--- config.mk ---
export PLATFORM = sky130hd
export DESIGN_NAME = jam_cost_table
export DESIGN_NICKNAME = d
export VERILOG_FILES = /design/src/rtl/jam_cost_table.sv
export SDC_FILE = /design/constraint.sdc
export NUM_CORES = 1
export LEC_CHECK = 0
export ABC_AREA = 1
export BUFFER_PORTS_ARGS = -buffer_cell sky130_fd_sc_hd__clkbuf_2
export CELL_PAD_IN_SITES_DETAIL_PLACEMENT = 2
export CELL_PAD_IN_SITES_GLOBAL_PLACEMENT = 2
export CORE_MARGIN = 8
export CORE_UTILIZATION = 47
export DETAILED_ROUTE_END_ITERATION = 10
export PLACE_DENSITY_LB_ADDON = 0.12
export SLEW_MARGIN = 20
export SYNTH_ARGS = -nofsm -noshare
export SYNTH_HDL_FRONTEND = slang
export SYNTH_SLANG_ARGS = --single-unit
--- constraint.sdc ---
create_clock -name CLK -period 5 [get_ports CLK]
set_clock_uncertainty 0.1 [all_clocks]
set_input_delay 1.5 -clock CLK [delete_from_list [all_inputs] [get_ports CLK]]
set_output_delay 1.5 -clock CLK [all_outputs]
set_load 0.03 [all_outputs]
--- src/rtl/jam_cost_table.sv ---
// jam_cost_table: 8x8 cost memory loaded row-major over a valid/ready stream, then
// answering {W,J} lookups. Define JAM_COST_ACCESS_CNT_EN to add the rd_count lookup counter.
module jam_cost_table #(
  parameter int RD_LAT = 0,
  parameter int COST_W = 7
) (
  input  logic              CLK,
  input  logic              RST,
  input  logic              load_valid,
  input  logic [COST_W-1:0] load_data,
  output logic              load_ready,
  output logic              load_done,
  input  logic              reload,
  input  logic [2:0]        W,
  input  logic [2:0]        J,
  output logic [COST_W-1:0] Cost
`ifdef JAM_COST_ACCESS_CNT_EN
  ,
  output logic [15:0]       rd_count
`endif
);

  typedef enum logic [1:0] {EMPTY, LOAD, READY} state_t;

  state_t            state_reg, state_next;
  logic [5:0]        idx_reg, idx_next;
  logic              wr_en;
  logic [5:0]        addr;
  logic [COST_W-1:0] mem [0:63];

  assign addr = {W, J};

  always_ff @(posedge CLK or posedge RST) begin
    if (RST) begin
      state_reg <= EMPTY;
      idx_reg   <= 6'd0;
    end else begin
      state_reg <= state_next;
      idx_reg   <= idx_next;
    end
  end

  // reload takes priority over any transfer presented in the same cycle
  always_comb begin
    state_next = state_reg;
    idx_next   = idx_reg;
    wr_en      = 1'b0;
    load_ready = 1'b1;
    load_done  = 1'b0;
    case (state_reg)
      EMPTY: begin
        if (reload) begin
          idx_next = 6'd0;
        end else if (load_valid) begin
          wr_en      = 1'b1;
          idx_next   = idx_reg + 6'd1;
          state_next = LOAD;
        end
      end
      LOAD: begin
        if (reload) begin
          idx_next   = 6'd0;
          state_next = EMPTY;
        end else if (load_valid) begin
          wr_en = 1'b1;
          if (idx_reg == 6'd63) begin
            idx_next   = 6'd0;
            state_next = READY;
          end else begin
            idx_next = idx_reg + 6'd1;
          end
        end
      end
      READY: begin
        load_ready = 1'b0;
        load_done  = 1'b1;
        if (reload) begin
          idx_next   = 6'd0;
          state_next = EMPTY;
        end
      end
      default: begin
        idx_next   = 6'd0;
        state_next = EMPTY;
      end
    endcase
  end

  always_ff @(posedge CLK) begin
    if (wr_en) mem[idx_reg] <= load_data;
  end

  generate
    if (RD_LAT == 0) begin : g_rd_comb
      assign Cost = (state_reg == READY) ? mem[addr] : '0;
    end else begin : g_rd_reg
      always_ff @(posedge CLK or posedge RST) begin
        if (RST) Cost <= '0;
        else     Cost <= (state_reg == READY) ? mem[addr] : '0;
      end
    end
  endgenerate

`ifdef JAM_COST_ACCESS_CNT_EN
  logic [5:0]  prev_addr_reg;
  logic        was_ready_reg;
  logic [15:0] cnt_reg;

  // a READY cycle counts when it is the first one or the address moved
  always_ff @(posedge CLK or posedge RST) begin
    if (RST) begin
      prev_addr_reg <= 6'd0;
      was_ready_reg <= 1'b0;
      cnt_reg       <= 16'd0;
    end else begin
      prev_addr_reg <= addr;
      was_ready_reg <= (state_reg == READY);
      if (reload)
        cnt_reg <= 16'd0;
      else if ((state_reg == READY) && (!was_ready_reg || addr != prev_addr_reg) &&
               cnt_reg != 16'hFFFF)
        cnt_reg <= cnt_reg + 16'd1;
    end
  end

  assign rd_count = cnt_reg;
`endif

endmodule

Word-level counts from Yosys, hierarchy flattened. Memory sizes are Yosys's and may differ from the RTL's. Index checks and enable logic that the tools add are counted.

Eq/ne operators: 9. Reduce and logical (&&, ||, !) cells: 4. Add/sub/neg operators: 1. Muxes and demuxes: 22.

Operators with widths (number): 2-to-1 mux 6 bit (6); one-hot mux 6 bit (3 select lines) (1); 2-to-1 mux 2 bit (6); != test 3 bit (second input constant) (3); 2-to-1 mux 1 bit (7); 2-to-1 mux 7 bit (1); adder 6 x 1 -> 6 bit (second input constant) (1); == test 6 bit (second input constant) (1); != test 2 bit (second input constant) (3); one-hot mux 2 bit (3 select lines) (1); AND reduction 5 bit (1); AND reduction 3 bit (1); == test 2 x 1 -> 1 bit (second input constant) (1); == test 2 bit (second input constant) (1); zero test 2 bit (1); OR reduction 2 bit (1).

Input bits: 17. Output and inout port bits: 9. Register bits: 8. Bits in writable memories: 448. Logic and storage cells: 39. Memories kept: 1.

Memories: mem (depth 64, bits a word 7, rd ports 1, clocked after Yosys merged registers in 0, wr ports 1, RTL line 29) `logic [COST_W-1:0] mem [0:63];`.

Longest topological paths before layout. Gate-level depths: netlist of the first run.

Depth after elaboration: 5. Mapped depth: 12. Mapped depth without buffers: 9.

Worst setup path after synthesis of the first run. OpenSTA, ideal clock, no wires.

Path type: input -> output. Start: input port J[1]. End: output port Cost[4]. Required time: 3.400 ns. Arrival: 2.882 ns. Path buffers: 3. Stages: 11. Slack: 0.518 ns. Cells stage by stage: buf_2 > inv_1 > buf_2 > buf_2 > nand3_1 > nand3_1 > nand2_1 > nand2_1 > nand3_1 > nand3_1 > a21oi_1.

Word-level cells in the longest chain between the ends: 2.

RTL lines: start: declaration (RTL line 15) `input logic [2:0] J,`; memory (64 x 7 bit); 2-to-1 mux 7 bit (RTL line 95) `assign Cost = (state_reg == READY) ? mem[addr] : '0;`; end: declaration (RTL line 16) `output logic [COST_W-1:0] Cost`.

No other way between the ends.

Worst setup path after layout of the first run.
Start: input port J[0]. End: output port Cost[4].

Same word-level chain as after synthesis.

==> impl_metrics.yaml, run 1 <==
timing:
  max_slew_margin_pct: 30.77
  max_freq_ghz: 0.1975
  period_share_pct: 101.3
  tns_ps: -96.35
  maxSlewViolCount: 0
  hold_ws_ps: 497.0
  min_period_ps: 5065
  worst_slew_pin_slew_ps: 1038
  setup_violations: 3
  rsz0062_at_grt: "yes"
  fin_ws_ps: -64.53
  hold_viol: 0
routing:
  vias_per_cell: 6.307
  wl_per_cell_um: 33.88
  wl_mm: 77.38
  drc_errors: 0
  num_vias: 14410
  drtIter0Drc: 1661
  ant_nets: 0
  dr.pass1.iters: 5
placement:
  dp_hpwl_mm: 42.93
  placed_cells: 2188
  dp_worst_setup_slack_ps: -236.7
  gp_congestion: 0.8034
  port_buffers: 25
cells_and_area:
  diodes: 0
  fin_cells: 2284
  fillerInstances: 3714
  largest_reg_flops: 448
  finalNetCount: 1740
  area_delta_synth_final_pct: 17.85
  drive_above_1_share_pct: 13.42
cts:
  clk_path_buf_depth: 3
  cts.sinks: 456
  cts_tree: "done"
  cts.reportedPaths.clkPinSlew_ps: 60
  cts-root-buf: "clkbuf_16"
  htreeDepth: 2
  clk_latency_ps: 600
  cts_buffers: 49
worst_setup_path:
  startpoint_type: "input pin"
  cp-end-kind: "output port"
  worstPathRequired_ps: 3400
  max_stage_delay_ps: 210
  critPathTopFamily: "simple AND/OR/NAND/NOR gates"
  cp_slowest_cell: "a21oi_4"
  path_class: "in2out"
  critPathArrivalTime_ps: 3460
  cp_cell_sequence: "buf_16 -> clkinv_16 -> buf_12 -> nand2_1 -> nand3_1 -> nand3_1 -> nand2_2 -> nand2_1 -> nand3_2 -> nand3_2 -> a21oi_4 -> buf_4 -> clkbuf_4"
  critical_path_peak_fanout: 29
  critPathBufInv: 5
logic_synthesis:
  synth_cell_types: 24
  synth_top_area_cell: "edfxtp_1"
  synth_area_um2: 18800
  synthTopCellsByArea: "edfxtp_1 72%, nand2_1 11%, nand3_1 10%, nor2_1 1.6%, buf_2 1.4%"
  syn_inst: 1638
  synth_top_area_share_pct: 71.58
  synth_nets: 1656
  synth.avg_cell_area_um2: 11.47
  synth-seq-cells: 456
  ys_seq_area_share_pct: 72.64
  ys_warn_count: 0
floorplan:
  coreArea_um2: 39640
  start_util_pct: 47.41
  die_height_um: 216.0
  dieArea_um2: 46650
  die_w_um: 216.0
  rows: 73
  ios: 26
global_routing:
  overflow: 0
  track_usage_pct: 31.35
  antenna_found_initial: 0
  grt_max_degree: 56
  first_global_vias: 15650
  grt_pass1_wl_mm: 108.2
power_and_ir_drop:
  finalPower_w: 0.008953
  peakVddDrop_mv: 0.3010
  leakagePower_nw: 8.117
  power.density_nw_per_um2: 404.2
outcome:
  outcome: "complete, but fails checks"
  violations: "negative setup slack"
flow_run:
  maxCapViolations: 0
worst_hold_path:
  hp-class: "reg2reg"
==> cell families after synthesis <==
| logic type | Yosys count | synth area share (%) |
|---|---|---|
| simple gates | 1042 | 23.47 |
| flops | 456 | 72.64 |
| buf+inv | 117 | 3.215 |
| compound gates | 22 | 0.6058 |
| fa+ha+maj | 1 | 0.06656 |
==> layout by cell type, fill, tap and decap left out, types with 10 or more instances in the layout <==
cell	instances
nand2_1	558
edfxtp_1	448
nand3_1	371
nor2_1	78
buf_4	66
clkbuf_16	55
buf_12	20
nand3_2	18
inv_1	17
clkbuf_2	15
nand2_2	12
clkbuf_1	12
clkinv_1	10
==> per-layer routing <==
metal	vias to the layer above	track usage (%)	share of wire (%)	wire, µm
li1	5908	-	-	-
met1	7501	38.72	38	29200
met2	799	53.48	50	38740
met3	198	5.944	7.9	6106
met4	0	13.35	4.3	3333
met5	-	0	0	0
==> worst register-to-register path, cell delays in order (launching register included) <==
cell     delay, ps
dfrtp_1        410
nor2_1         100
inv_1           60
nor2_1         290
inv_1          110
nor2_1         280
nand2_1        570
nor2_1         850
==> cell usage after synthesis <==
cell / count
a21oi_1: 13
a31oi_1: 1
buf_1: 6
buf_2: 52
buf_4: 16
buf_6: 5
clkbuf_1: 15
clkinv_1: 1
dfrtp_1: 8
edfxtp_1: 448
ha_1: 1
inv_1: 19
inv_2: 2
inv_4: 1
nand2_1: 570
nand3_1: 389
nand4_1: 1
nor2_1: 78
nor3_1: 2
nor3_2: 1
nor4_1: 1
o21a_1: 1
o21ai_0: 5
o21ai_1: 2
==> power breakdown <==
group	switching (W)	internal, W
Clock	0.00166	0.00214
Combinational	0.000654	0.000249
Sequential	0.0000270	0.00423
==> metrics by stage <==
step | util (%) | instance area [µm²]
6_report | 55.88 | 22150
5_1_grt | 55.88 | 22150
4_1_cts | 55.21 | 21890
3_5_place_dp | 50.66 | 20080
3_3_place_gp | 50.61 | 20060
2_1_floorplan | - | 18800
==> timing repair <==
action                                  4_1_cts  5_1_grt
pin swaps                                     1        3
endpoints found under the setup margin        7        7
gates cloned                                  3        4
hold buffers                                  0        0
buffers inserted                              0        1
gates resized for setup                      31       38
==> area by class of cell <==
cell class | instances | area [µm²] | area share [%]
multi-input combinational | 1065 | 4688 | 21.16
tap | 525 | 656.9 | 2.965
timing repair buffer | 127 | 1456 | 6.575
sequential | 456 | 13650 | 61.64
inverter | 23 | 120.1 | 0.5423
clock buffer | 64 | 1335 | 6.027
clock inverter | 24 | 241.5 | 1.090
==> final timing paths <==
kind | from | to | slack, ps | cells past startpoint
max | J[0] | Cost[4] | -60 | 13
min | state_reg[0] | state_reg[0] | 500 | 2
max reg2reg | state_reg[1] | mem[52][0] | 1880 | 7
min reg2reg | state_reg[0] | state_reg[0] | 500 | 2
max in group asynchronous | RST | state_reg[0] | 3820 | 2
min in group asynchronous | RST | idx_reg[0] | 720 | 2
(Power assumes the default switching activity.)
==> run 2, diff against run 1 <==
--- a/config.mk
+++ b/config.mk
@@ -12,4 +12,5 @@
 export CORE_MARGIN = 8
-export CORE_UTILIZATION = 47
+export CORE_UTILIZATION = 43
 export DETAILED_ROUTE_END_ITERATION = 10
+export GPL_ROUTABILITY_DRIVEN = 0
 export PLACE_DENSITY_LB_ADDON = 0.12
==> constraint.sdc (replaced) <==
create_clock -name CLK -period 5.15 [get_ports CLK]
set_clock_uncertainty 0.1 [all_clocks]
set_input_delay 1.03 -clock CLK [delete_from_list [all_inputs] [get_ports CLK]]
set_output_delay 1.03 -clock CLK [all_outputs]
set_load 0.03 [all_outputs]
==> impl_metrics.yaml, run 2 (synthesis results as in run 1) <==
power_and_ir_drop:
  finalPower_w: 0.008379
  peakVddDrop_mv: 0.2733
  leakagePower_nw: 7.538
  power.density_nw_per_um2: 397.5
placement:
  port_buffers: 25
  dp_worst_setup_slack_ps: 690.5
  dp_hpwl_mm: 37.44
  placed_cell_area_um2: 19470
cells_and_area:
  largest_reg_flops: 448
  finalInstanceArea_um2: 21080
  final_common_cell: "nand2_1"
  area_delta_synth_final_pct: 12.15
  finalNetCount: 1670
  drive_above_1_share_pct: 7.792
  layout_common_cells: "570 x nand2_1, 448 x edfxtp_1, 389 x nand3_1"
timing:
  worst_slew_pin_slew_ps: 1127
  maxSlewViolCount: 0
  rsz0062_at_grt: "no"
  setup_violations: 0
  max_freq_ghz: 0.2175
  period_share_pct: 89.29
  tns_ps: 0
  min_period_ps: 4598
  hold_viol: 0
  fin_ws_ps: 551.7
  max_slew_margin_pct: 24.87
cts:
  clk_latency_ps: 600
  cts_buffers: 50
  cts.sinks: 456
  cts.reportedPaths.clkPinSlew_ps: 60
  cts-root-buf: "clkbuf_16"
  htreeDepth: 2
  clk_path_buf_depth: 3
  postCtsSetupBuffers: 0
  ctsResizeCount: 0
  cts_tree: "done"
  hold_buffers: 0
floorplan:
  dieArea_um2: 50660
  start_util_pct: 43.63
  die_height_um: 225.1
  ios: 26
  die_w_um: 225.1
  rows: 76
  coreArea_um2: 43080
global_routing:
  overflow: 0
  grt_max_degree: 115
  antenna_found_initial: 0
  track_usage_pct: 24.50
  grt_pass1_wl_mm: 92.30
  first_global_vias: 14390
worst_setup_path:
  critical_path_peak_fanout: 114
  critPathArrivalTime_ps: 3470
  path_class: "in2out"
  worstPathRequired_ps: 4020
  cp-end-kind: "output port"
  startpoint_type: "input pin"
outcome:
  outcome: "finished, final reports clean"
routing:
  num_vias: 12920
  drc_errors: 0
  drtIter0Drc: 915
  dr.pass1.iters: 5
  vias_per_cell: 5.666
  wl_mm: 61.77
  ant_nets: 0
  wl_per_cell_um: 27.09
flow_run:
  maxCapViolations: 0
worst_hold_path:
  hp-class: "in2async"
==> run 2: metal layers <==
metal | GRT usage (%) | share of wire (%) | vias to the layer above | wire length [µm]
li1 | - | - | 5766 | -
met1 | 31.06 | 42 | 6695 | 25920
met2 | 41.37 | 49 | 338 | 30390
met3 | 4.268 | 5.3 | 119 | 3246
met4 | 9.939 | 3.6 | 0 | 2210
met5 | 0 | 0 | - | 0
==> run 2: area by class of cell <==
type	instances	area [µm²]
fill	4292	22000
sequential	456	13650
multi-input combinational	1065	4538
clock buffer	75	1439
tap	585	732.0
timing repair buffer	56	454.2
clock inverter	19	167.7
inverter	23	92.59
antenna	1	2.502
==> run 2: worst paths after layout <==
check / start / end / slack [ps] / cells after the start
max in group asynchronous: RST / state_reg[1] / 4440 / 2
worst min register to register: state_reg[0] / state_reg[0] / 460 / 2
worst min-delay path: RST / idx_reg[2] / 260 / 2
worst max-delay path: J[0] / Cost[4] / 550 / 11
min in group CLK: state_reg[0] / state_reg[0] / 460 / 2
worst max register to register: state_reg[1] / mem[6][6] / 1850 / 7
==> run 2: critical path: stages <==
cell      delay [ps]
buf_6            290
buf_12           430
nand2_1          130
nand3_1          130
nand3_1          150
nand2_1          130
nand2_1          120
nand3_1          190
nand3_1          110
a21oi_1          300
clkbuf_2         270
==> run 2: power breakdown <==
group          internal, W  switching, W
Combinational     0.000153      0.000544
Sequential         0.00411     0.0000233
Clock              0.00208       0.00147
Total              0.00634       0.00204
==> run 2: metrics by stage <==
step,hold slack (ps),utilization [%],cells
6_report,258.0,48.93,2280
3_3_place_gp,450.4,45.20,2185
4_1_cts,248.9,48.93,2279
2_1_floorplan,416.7,-,1638
5_1_grt,285.2,48.93,2279
3_5_place_dp,456.1,45.20,2185
